**src/rtl/pcileech_com_tx_arb.sv**
```systemverilog
// pcileech_com_tx_arb: round-robin burst arbiter for the host-bound TX path.
// Three 32-bit word-stream requesters share one registered write port into
// the TX clock-crossing FIFO. Whole bursts are granted. A grant ends on the
// requester's last word, after MAX_BURST words, or after IDLE_TIMEOUT
// cycles without a valid word.
//
// Ports:
//   clk, rst_n      system clock, asynchronous active-low reset
//   req_data[95:0]  requester i word at [32*i+31:32*i]
//   req_valid[2:0]  word valid per requester
//   req_last[2:0]   final word of burst (qualified by valid)
//   req_ready[2:0]  word accepted when valid & ready
//   com_din         registered word toward the TX FIFO
//   com_din_wr_en   registered write strobe toward the TX FIFO
//   com_din_ready   TX FIFO not almost-full
//   grant_id        current owner, 2'b11 = none
//   busy            high outside IDLE
//   stat_split      one-cycle pulse after a forced burst end
//
// Optional build macro: PCILEECH_COM_TXARB_HDR_EN prefixes every grant with
// the header word {8'h77, 6'b0, grant_id, seq[15:0]}.

module pcileech_com_tx_arb #(
    parameter int MAX_BURST    = 256,
    parameter int IDLE_TIMEOUT = 64
) (
    input  logic        clk,
    input  logic        rst_n,
    input  logic [95:0] req_data,
    input  logic [2:0]  req_valid,
    input  logic [2:0]  req_last,
    output logic [2:0]  req_ready,
    output logic [31:0] com_din,
    output logic        com_din_wr_en,
    input  logic        com_din_ready,
    output logic [1:0]  grant_id,
    output logic        busy,
    output logic        stat_split
);

    localparam logic [1:0] S_IDLE = 2'd0;
`ifdef PCILEECH_COM_TXARB_HDR_EN
    localparam logic [1:0] S_HDR  = 2'd1;
`endif
    localparam logic [1:0] S_DATA = 2'd2;

    localparam logic [1:0] NONE = 2'b11;

    logic [1:0]  state;
    logic [1:0]  rr;
    logic [12:0] wcnt;
    logic [16:0] tcnt;

`ifdef PCILEECH_COM_TXARB_HDR_EN
    logic [15:0] seq;
`endif

    function automatic logic [1:0] inc3(input logic [1:0] x);
        return (x == 2'd2) ? 2'd0 : x + 2'd1;
    endfunction

    // Round-robin pick: first valid requester starting at rr.
    logic [1:0] c0, c1, c2;
    logic [1:0] pick;
    logic       any_valid;

    always_comb begin
        c0 = rr;
        c1 = inc3(c0);
        c2 = inc3(c1);
        any_valid = |req_valid;
        if (req_valid[c0])
            pick = c0;
        else if (req_valid[c1])
            pick = c1;
        else
            pick = c2;
    end

    // Granted requester's signals, muxed by the registered owner.
    logic        gvalid;
    logic        glast;
    logic [31:0] gdata;

    always_comb begin
        gvalid = 1'b0;
        glast  = 1'b0;
        gdata  = '0;
        unique case (grant_id)
            2'd0: begin
                gvalid = req_valid[0];
                glast  = req_last[0];
                gdata  = req_data[31:0];
            end
            2'd1: begin
                gvalid = req_valid[1];
                glast  = req_last[1];
                gdata  = req_data[63:32];
            end
            2'd2: begin
                gvalid = req_valid[2];
                glast  = req_last[2];
                gdata  = req_data[95:64];
            end
            default: begin
                gvalid = 1'b0;
                glast  = 1'b0;
                gdata  = '0;
            end
        endcase
    end

    logic in_data;
    assign in_data = (state == S_DATA);

    // Ready follows the FIFO combinationally so a falling com_din_ready
    // blocks acceptance in the same cycle.
    always_comb begin
        req_ready = 3'b000;
        if (in_data) begin
            unique case (grant_id)
                2'd0:    req_ready = {2'b00, com_din_ready};
                2'd1:    req_ready = {1'b0, com_din_ready, 1'b0};
                2'd2:    req_ready = {com_din_ready, 2'b00};
                default: req_ready = 3'b000;
            endcase
        end
    end

    logic        accept;
    logic [12:0] wnext;
    logic [16:0] tnext;
    logic        hit_max;
    logic        hit_to;
    logic        done;
    logic        forced;

    assign accept  = in_data & gvalid & com_din_ready;
    assign wnext   = wcnt + 13'd1;
    assign tnext   = tcnt + 17'd1;
    assign hit_max = (wnext == 13'(MAX_BURST));

    // Stalled-by-FIFO cycles do not advance the idle timeout.
    assign hit_to = in_data & ~gvalid & com_din_ready
                  & (tnext == 17'(IDLE_TIMEOUT));

    // A last word that also fills the burst is a normal end.
    assign done   = (accept & (glast | hit_max)) | hit_to;
    assign forced = (accept & hit_max & ~glast) | hit_to;

    assign busy = (state != S_IDLE);

    always_ff @(posedge clk or negedge rst_n) begin
        if (!rst_n) begin
            state         <= S_IDLE;
            grant_id      <= NONE;
            rr            <= 2'd0;
            wcnt          <= '0;
            tcnt          <= '0;
            com_din       <= '0;
            com_din_wr_en <= 1'b0;
            stat_split    <= 1'b0;
`ifdef PCILEECH_COM_TXARB_HDR_EN
            seq           <= '0;
`endif
        end else begin
            com_din_wr_en <= 1'b0;
            stat_split    <= 1'b0;
            unique case (state)
                S_IDLE: begin
                    if (any_valid) begin
                        grant_id <= pick;
                        wcnt     <= '0;
                        tcnt     <= '0;
`ifdef PCILEECH_COM_TXARB_HDR_EN
                        state    <= S_HDR;
`else
                        state    <= S_DATA;
`endif
                    end
                end
`ifdef PCILEECH_COM_TXARB_HDR_EN
                S_HDR: begin
                    if (com_din_ready) begin
                        com_din       <= {8'h77, 6'b0, grant_id, seq};
                        com_din_wr_en <= 1'b1;
                        seq           <= seq + 16'd1;
                        state         <= S_DATA;
                    end
                end
`endif
                S_DATA: begin
                    if (accept) begin
                        com_din       <= gdata;
                        com_din_wr_en <= 1'b1;
                        wcnt          <= wnext;
                    end
                    if (gvalid)
                        tcnt <= '0;
                    else if (com_din_ready)
                        tcnt <= tnext;
                    if (done) begin
                        state      <= S_IDLE;
                        grant_id   <= NONE;
                        rr         <= inc3(grant_id);
                        stat_split <= forced;
                    end
                end
                default: begin
                    state    <= S_IDLE;
                    grant_id <= NONE;
                end
            endcase
        end
    end

endmodule
```
**config.mk**
```make
export PLATFORM = sky130hd
export DESIGN_NAME = pcileech_com_tx_arb
export DESIGN_NICKNAME = d
export VERILOG_FILES = /design/src/rtl/pcileech_com_tx_arb.sv
export SDC_FILE = /design/constraint.sdc
export NUM_CORES = 1
export LEC_CHECK = 0
export CAP_MARGIN = 10
export CORE_MARGIN = 2
export CORE_UTILIZATION = 40
export DETAILED_ROUTE_END_ITERATION = 8
export PLACE_DENSITY = 0.74
export RECOVER_POWER = 100
export SLEW_MARGIN = 20
export SYNTH_ARGS = -nofsm -noshare
export SYNTH_HDL_FRONTEND = slang
export SYNTH_SLANG_ARGS = --single-unit
```
**constraint.sdc**
```tcl
create_clock -name clk -period 2.4 [get_ports clk]
set_clock_uncertainty 0.1 [all_clocks]
set_input_delay 0.24 -clock clk [delete_from_list [all_inputs] [get_ports clk]]
set_output_delay 0.24 -clock clk [all_outputs]
set_load 0.03 [all_outputs]
```
==> metrics, run 1 <==
pin count of the biggest net entering global routing=70; most frequent cells in the layout=103 x clkdlybuf4s50_1, 79 x o21ai_0, 65 x dfrtp_1; Syn Area/Cell=8.49 µm²; Post-Syn Area=4310 µm²; Async SR Flop Fraction=100%; clk_lat worst skew=350 ps; max_cap viols=1; Yosys reg bits=69; die extent in y=108 µm; Syn-to-layout area delta=47.9%; leakage=0.00287 µW; htree depth=3; CP Max Fanout=4; CTS buffer count=9; Hold Vio Cnt, Final=0; Post-DP HPWL=9680 µm; worst hold start=com_din[28]$_DFFE_PN0P_; DP Area=6110 µm²; # IOs=145; Setup Crit Path Kind=reg -> reg; Worst-path clk slew=70 ps; final worst slack=-69.9 ps; Starting Density=41.5%; slowest stage delay, CP=500 ps; Finish-stage setup viols=4; Post-synth EDFFs=0; DRC violations left=0; achievable frequency=405 MHz; Startpoint Class=flip-flop; Critical Path Slowest Stage Cell=or4_4; die width=108 µm; Top FF cell, synth=dfrtp_1; synthesized instance count=507; drt wl/cell=15.7 µm; Hold Path Class=reg -> reg; ratio of cells with drive above 1 in the final layout=16.1%; critical path endpoint category=flip-flop; final number of max-transition violations=70; post-route antenna net violation count=0; Total Routing Usage GR=21.8%; Syn Nets=615; Setup TNS=-246 ps; core region area=10,400 µm²; PortBufs=144; Register Area=1730 µm²; PnR Total Power=5130 µW; fin util=61.4%; Worst Path Required=2530 ps; Peak VDD IR=0.510 mV; Placement Rows=37; final WL=12,800 µm; sink of the worst hold path=com_din[28]$_DFFE_PN0P_; first-pass GRT wire length=20,100 µm; flop2flop setup slack=-70 ps; crit share post-route=103%; cells along the critical path=buf_4, and3_2, or4_4, o32ai_4, o22ai_2, o22ai_2, a31oi_2, mux2_2; outcome=finished with violations; register area share after synthesis=40.2%; ant diodes=0; CTS tree=built; RR Endpoint=c0[1]$_DFFE_PN0P_; Root Buffer=clkbuf_8; Distinct cells, synth=59; via count=4,435; area of the multi-input gates=2420 µm²; gp weighted congestion=0.853; first-pass detailed-route iteration total=5; number of global-route vias before repair=4,110; critical path's most frequent cell=o22ai_2; nets@finish=787; Period minus WS final=2470 ps; Hold Slack=378 ps; grt total ovfl=0; CP arrival=2600 ps; Ys Warns=0; clk sink count=69; drt first-iter violations=304; RR Startpoint=wcnt[0]$_DFFE_PN0P_; worst slew pin tran=1520 ps; total die area=11,600 µm²; most common cell after layout, fill and taps aside=clkdlybuf4s50_1; Fill cells=907; Rel. slew slack=-1.54%; Vias per Instance=5.41; Final Cell Area=6370 µm²; R2R depth=8; Hold Crit Depth=2; PD cells=806 nW/µm²; antenna violations before repair=0; failing checks=max-capacitance violations, max-slew violations, negative setup slack; RSZ-0062 raised after global routing=true; clock buffer depth=2
==> cell families (layout without fill, tap and decap cells) <==
group           after synthesis  count (layout)  synth area share (%)
simple gates                193             193                  22.5
compound gates              157             157                  20.7
flops                        69              69                  40.2
buf+inv                      41             218                  5.49
mux                          40              40                  9.47
xor+xnor                      4               4                 0.814
fa+ha+maj                     3               3                 0.872
==> layout make-up <==
class / instances / share of cell area (%)
clock inverter: 6 / 1.08
multi-input combinational: 397 / 38.0
tap: 136 / 2.67
clock buffer: 10 / 2.16
inverter: 5 / 0.295
timing repair buffer: 197 / 28.6
sequential: 69 / 27.2
==> power by group <==
part | internal, µW | leakage (µW) | total (µW) | switching [µW]
combinational | 1040 | 0.00186 | 2510 | 1470
clock | 516 | 0.000103 | 995 | 479
sequential | 1440 | 0.000915 | 1630 | 190
total | 2990 | 0.00287 | 5130 | 2140
==> worst max-delay path, delay by kind of cell, from the launching register on <==
kind	cells	cell delay, ps
AO/OA/AOI/OAI	4	680
buffers and inverters	1	160
flip-flops	1	410
multiplexers	1	300
AND/OR/NAND/NOR	2	710
==> sequential cells by signal, indices dropped and copies added, names as in the netlist <==
register	count
wcnt	13
com_din	32
tcnt	17
com_din_wr_en	1
c0	2
state	1
grant_id	2
stat_split	1
==> synth_stat cells (3+ instances only) <==
master    count  area, µm²
o21ai_0      79        395
clkbuf_1     21       78.8
nand3_1      12       60.1
nand2_1      58        218
dfrtp_1      67       1680
and2_1        3       18.8
mux2i_1      34        340
ha_1          3       37.5
nor2b_1       4       25.0
inv_1         4       15.0
nor3_1        6       30.0
and2_2        3       22.5
nor2_1       60        225
nand4_1      10       62.6
xnor2_1       3       26.3
buf_4         3       22.5
nand3b_1      3       22.5
and3_1        7       43.8
a21oi_1      46        230
clkbuf_8      6       82.6
o31ai_1      13       97.6
mux2_2        6       67.6
nor4_1        3       18.8
a31oi_1       5       31.3
==> per-stage QoR <==
step / std cells / setup WS, ps
after floorplan: 507 / -59.9
after global placement: 801 / -18.3
after detailed placement: 801 / -96.6
after CTS: 820 / -18.0
after global routing: 820 / -152
final: 820 / -69.9
==> worst max-delay path by stage <==
stage                        start                 endpoint  slack, ps  cells after the start
6_report       wcnt[0]$_DFFE_PN0P_        c0[1]$_DFFE_PN0P_        -70                      8
5_1_grt        wcnt[0]$_DFFE_PN0P_        c0[0]$_DFFE_PN0P_       -150                      8
4_1_cts        wcnt[0]$_DFFE_PN0P_        c0[0]$_DFFE_PN0P_        -20                      8
3_5_place_dp          req_valid[1]  grant_id[0]$_DFFE_PN1P_       -100                      8
3_3_place_gp          req_valid[1]  grant_id[0]$_DFFE_PN1P_        -20                      8
2_1_floorplan  wcnt[0]$_DFFE_PN0P_        c0[0]$_DFFE_PN0P_        -60                      9
==> routing by layer <==
metal	GRT usage [%]	vias to the layer above	share of wire (%)
li1	-	2164	-
met4	6.32	0	1.8
met1	28.5	2129	42
met2	36.5	119	51
met5	0	-	0
met3	4.48	23	4.6
==> timing repair <==
action	in CTS	in global routing
endpoints found under the hold margin	67	0
setup buffers	2	0
pin swaps	3	1
setup endpoints to repair	5	16
hold buffers	1	0
gates resized for setup	6	9
No activity file was read; power rests on OpenSTA's default activity.
==> run 2: changes to the inputs <==
CORE_UTILIZATION = 42   (was 40)
PLACE_DENSITY = 0.78   (was 0.74)
==> metrics, run 2 (same netlist as run 1, synthesis figures left out) <==
Vias per Instance=5.43; gp weighted congestion=0.879; # IOs=145; cells along the critical path=ha_4, nand4_4, or4_4, o32ai_2, o22ai_2, o22ai_2, a31oi_2, mux2_2; CP arrival=2580 ps; outcome=finished with violations; Finish-stage setup viols=4; worst slew pin tran=930 ps; ratio of cells with drive above 1 in the final layout=16.2%; Setup Crit Path Kind=reg -> reg; CTS buffer count=9; antenna violations before repair=0; Placement Rows=36; final worst slack=-37.1 ps; Startpoint Class=flip-flop; die width=105 µm; CTS tree=built; final WL=12,800 µm; number of global-route vias before repair=4,279; Hold Vio Cnt, Final=0; Period minus WS final=2440 ps; Hold Crit Depth=2; PD cells=808 nW/µm²; most frequent cells in the layout=103 x clkdlybuf4s50_1, 79 x o21ai_0, 67 x dfrtp_1; pin count of the biggest net entering global routing=47; max_cap viols=0; Largest Register=com_din; Register Area=1730 µm²; drt wl/cell=15.7 µm; ant diodes=0; final number of max-transition violations=0; Fill cells=807; top flop regs=com_din: 32 flops, tcnt: 17 flops, wcnt: 13 flops; fin util=65.0%; CP Max Fanout=4; core region area=9860 µm²; first-pass GRT wire length=20,900 µm; crit share post-route=102%; drt first-iter violations=231; Syn-to-layout area delta=48.9%; Root Buffer=clkbuf_8; Worst-path clk slew=80 ps; PortBufs=144; RSZ-0062 raised after global routing=true; R2R depth=8; Post-DP HPWL=9750 µm; most common cell after layout, fill and taps aside=clkdlybuf4s50_1; die extent in y=105 µm; total die area=11,100 µm²; Hold Path Class=reg -> reg; Peak VDD IR=0.403 mV; Starting Density=43.7%; leakage=0.00290 µW; via count=4,453; Rel. slew slack=38.0%; Critical Path Slowest Stage Cell=or4_4; htree depth=3; nets@finish=790; area of the multi-input gates=2420 µm²; clock buffer depth=2; slowest stage delay, CP=530 ps; grt total ovfl=0; max FFs per register=32; Total Routing Usage GR=23.5%; DRC violations left=0; failing checks=negative setup slack; DP Area=6120 µm²; Final Cell Area=6410 µm²; critical path endpoint category=flip-flop; Worst Path Required=2540 ps; critical path's most frequent cell=o22ai_2; post-route antenna net violation count=0; achievable frequency=410 MHz; clk_lat worst skew=350 ps; first-pass detailed-route iteration total=5; Hold Slack=377 ps; clk sink count=69
==> run 2: layout make-up <==
| class | instances | share of cell area, % |
|---|---|---|
| repair buffers | 200 | 29.1 |
| well taps | 133 | 2.60 |
| inverters | 5 | 0.293 |
| flip-flops and latches | 69 | 27.0 |
| clock inverters | 1 | 0.468 |
| clock buffers | 15 | 2.75 |
| multi-input cells | 397 | 37.8 |
==> run 2: metrics by stage <==
stage | setup WS, ps | total power (µW) | cells | setup TNS (ps)
2_1_floorplan | -59.9 | 3250 | 507 | -206
3_3_place_gp | -19.5 | 4170 | 800 | -19.5
3_5_place_dp | -86.8 | 4240 | 800 | -826
4_1_cts | -24.2 | 5290 | 819 | -55.4
5_1_grt | -136 | 5520 | 820 | -568
6_report | -37.1 | 5180 | 820 | -103
==> run 2: critical path: cells and delay by family, from the launching register on <==
kind,cells,cell delay [ps]
AO/OA/AOI/OAI,4,670
flip-flops,1,410
AND/OR/NAND/NOR,2,650
adder cells (fa/ha/maj),1,190
multiplexers,1,300
==> run 2: metal layers <==
metal / vias up / track usage, % / share of wire (%)
met5: - / 0 / 0
met4: 0 / 8.19 / 2.2
met3: 25 / 4.95 / 5.7
met2: 126 / 40.5 / 51
met1: 2134 / 29.1 / 41
li1: 2168 / - / -
==> run 2: final timing paths <==
kind	endpoint	startpoint	slack [ps]
max in group asynchronous	com_din[1]$_DFFE_PN0P_	rst_n	1040
min in group asynchronous	tcnt[2]$_DFFE_PN0P_	rst_n	520
hold / removal	com_din[16]$_DFFE_PN0P_	com_din[16]$_DFFE_PN0P_	380
setup reg to reg	c0[0]$_DFFE_PN0P_	wcnt[0]$_DFFE_PN0P_	-40
setup / recovery	c0[0]$_DFFE_PN0P_	wcnt[0]$_DFFE_PN0P_	-40
hold reg to reg	com_din[16]$_DFFE_PN0P_	com_din[16]$_DFFE_PN0P_	380
==> run 2: what timing repair did <==
| item | 4_1_cts | 5_1_grt |
|---|---|---|
| setup buffers | 2 | 1 |
| pin swaps | 1 | 2 |
| hold buffers | 1 | 0 |
| gates resized for setup | 10 | 8 |
| endpoints found under the hold margin | 67 | 0 |
| setup endpoints to repair | 12 | 7 |
| gates cloned | 0 | 0 |
==> run 2: report_power, final <==
| part | switching, µW | total, µW | internal [µW] |
|---|---|---|---|
| Clock | 430 | 998 | 568 |
| Sequential | 185 | 1620 | 1440 |
| Combinational | 1480 | 2560 | 1080 |
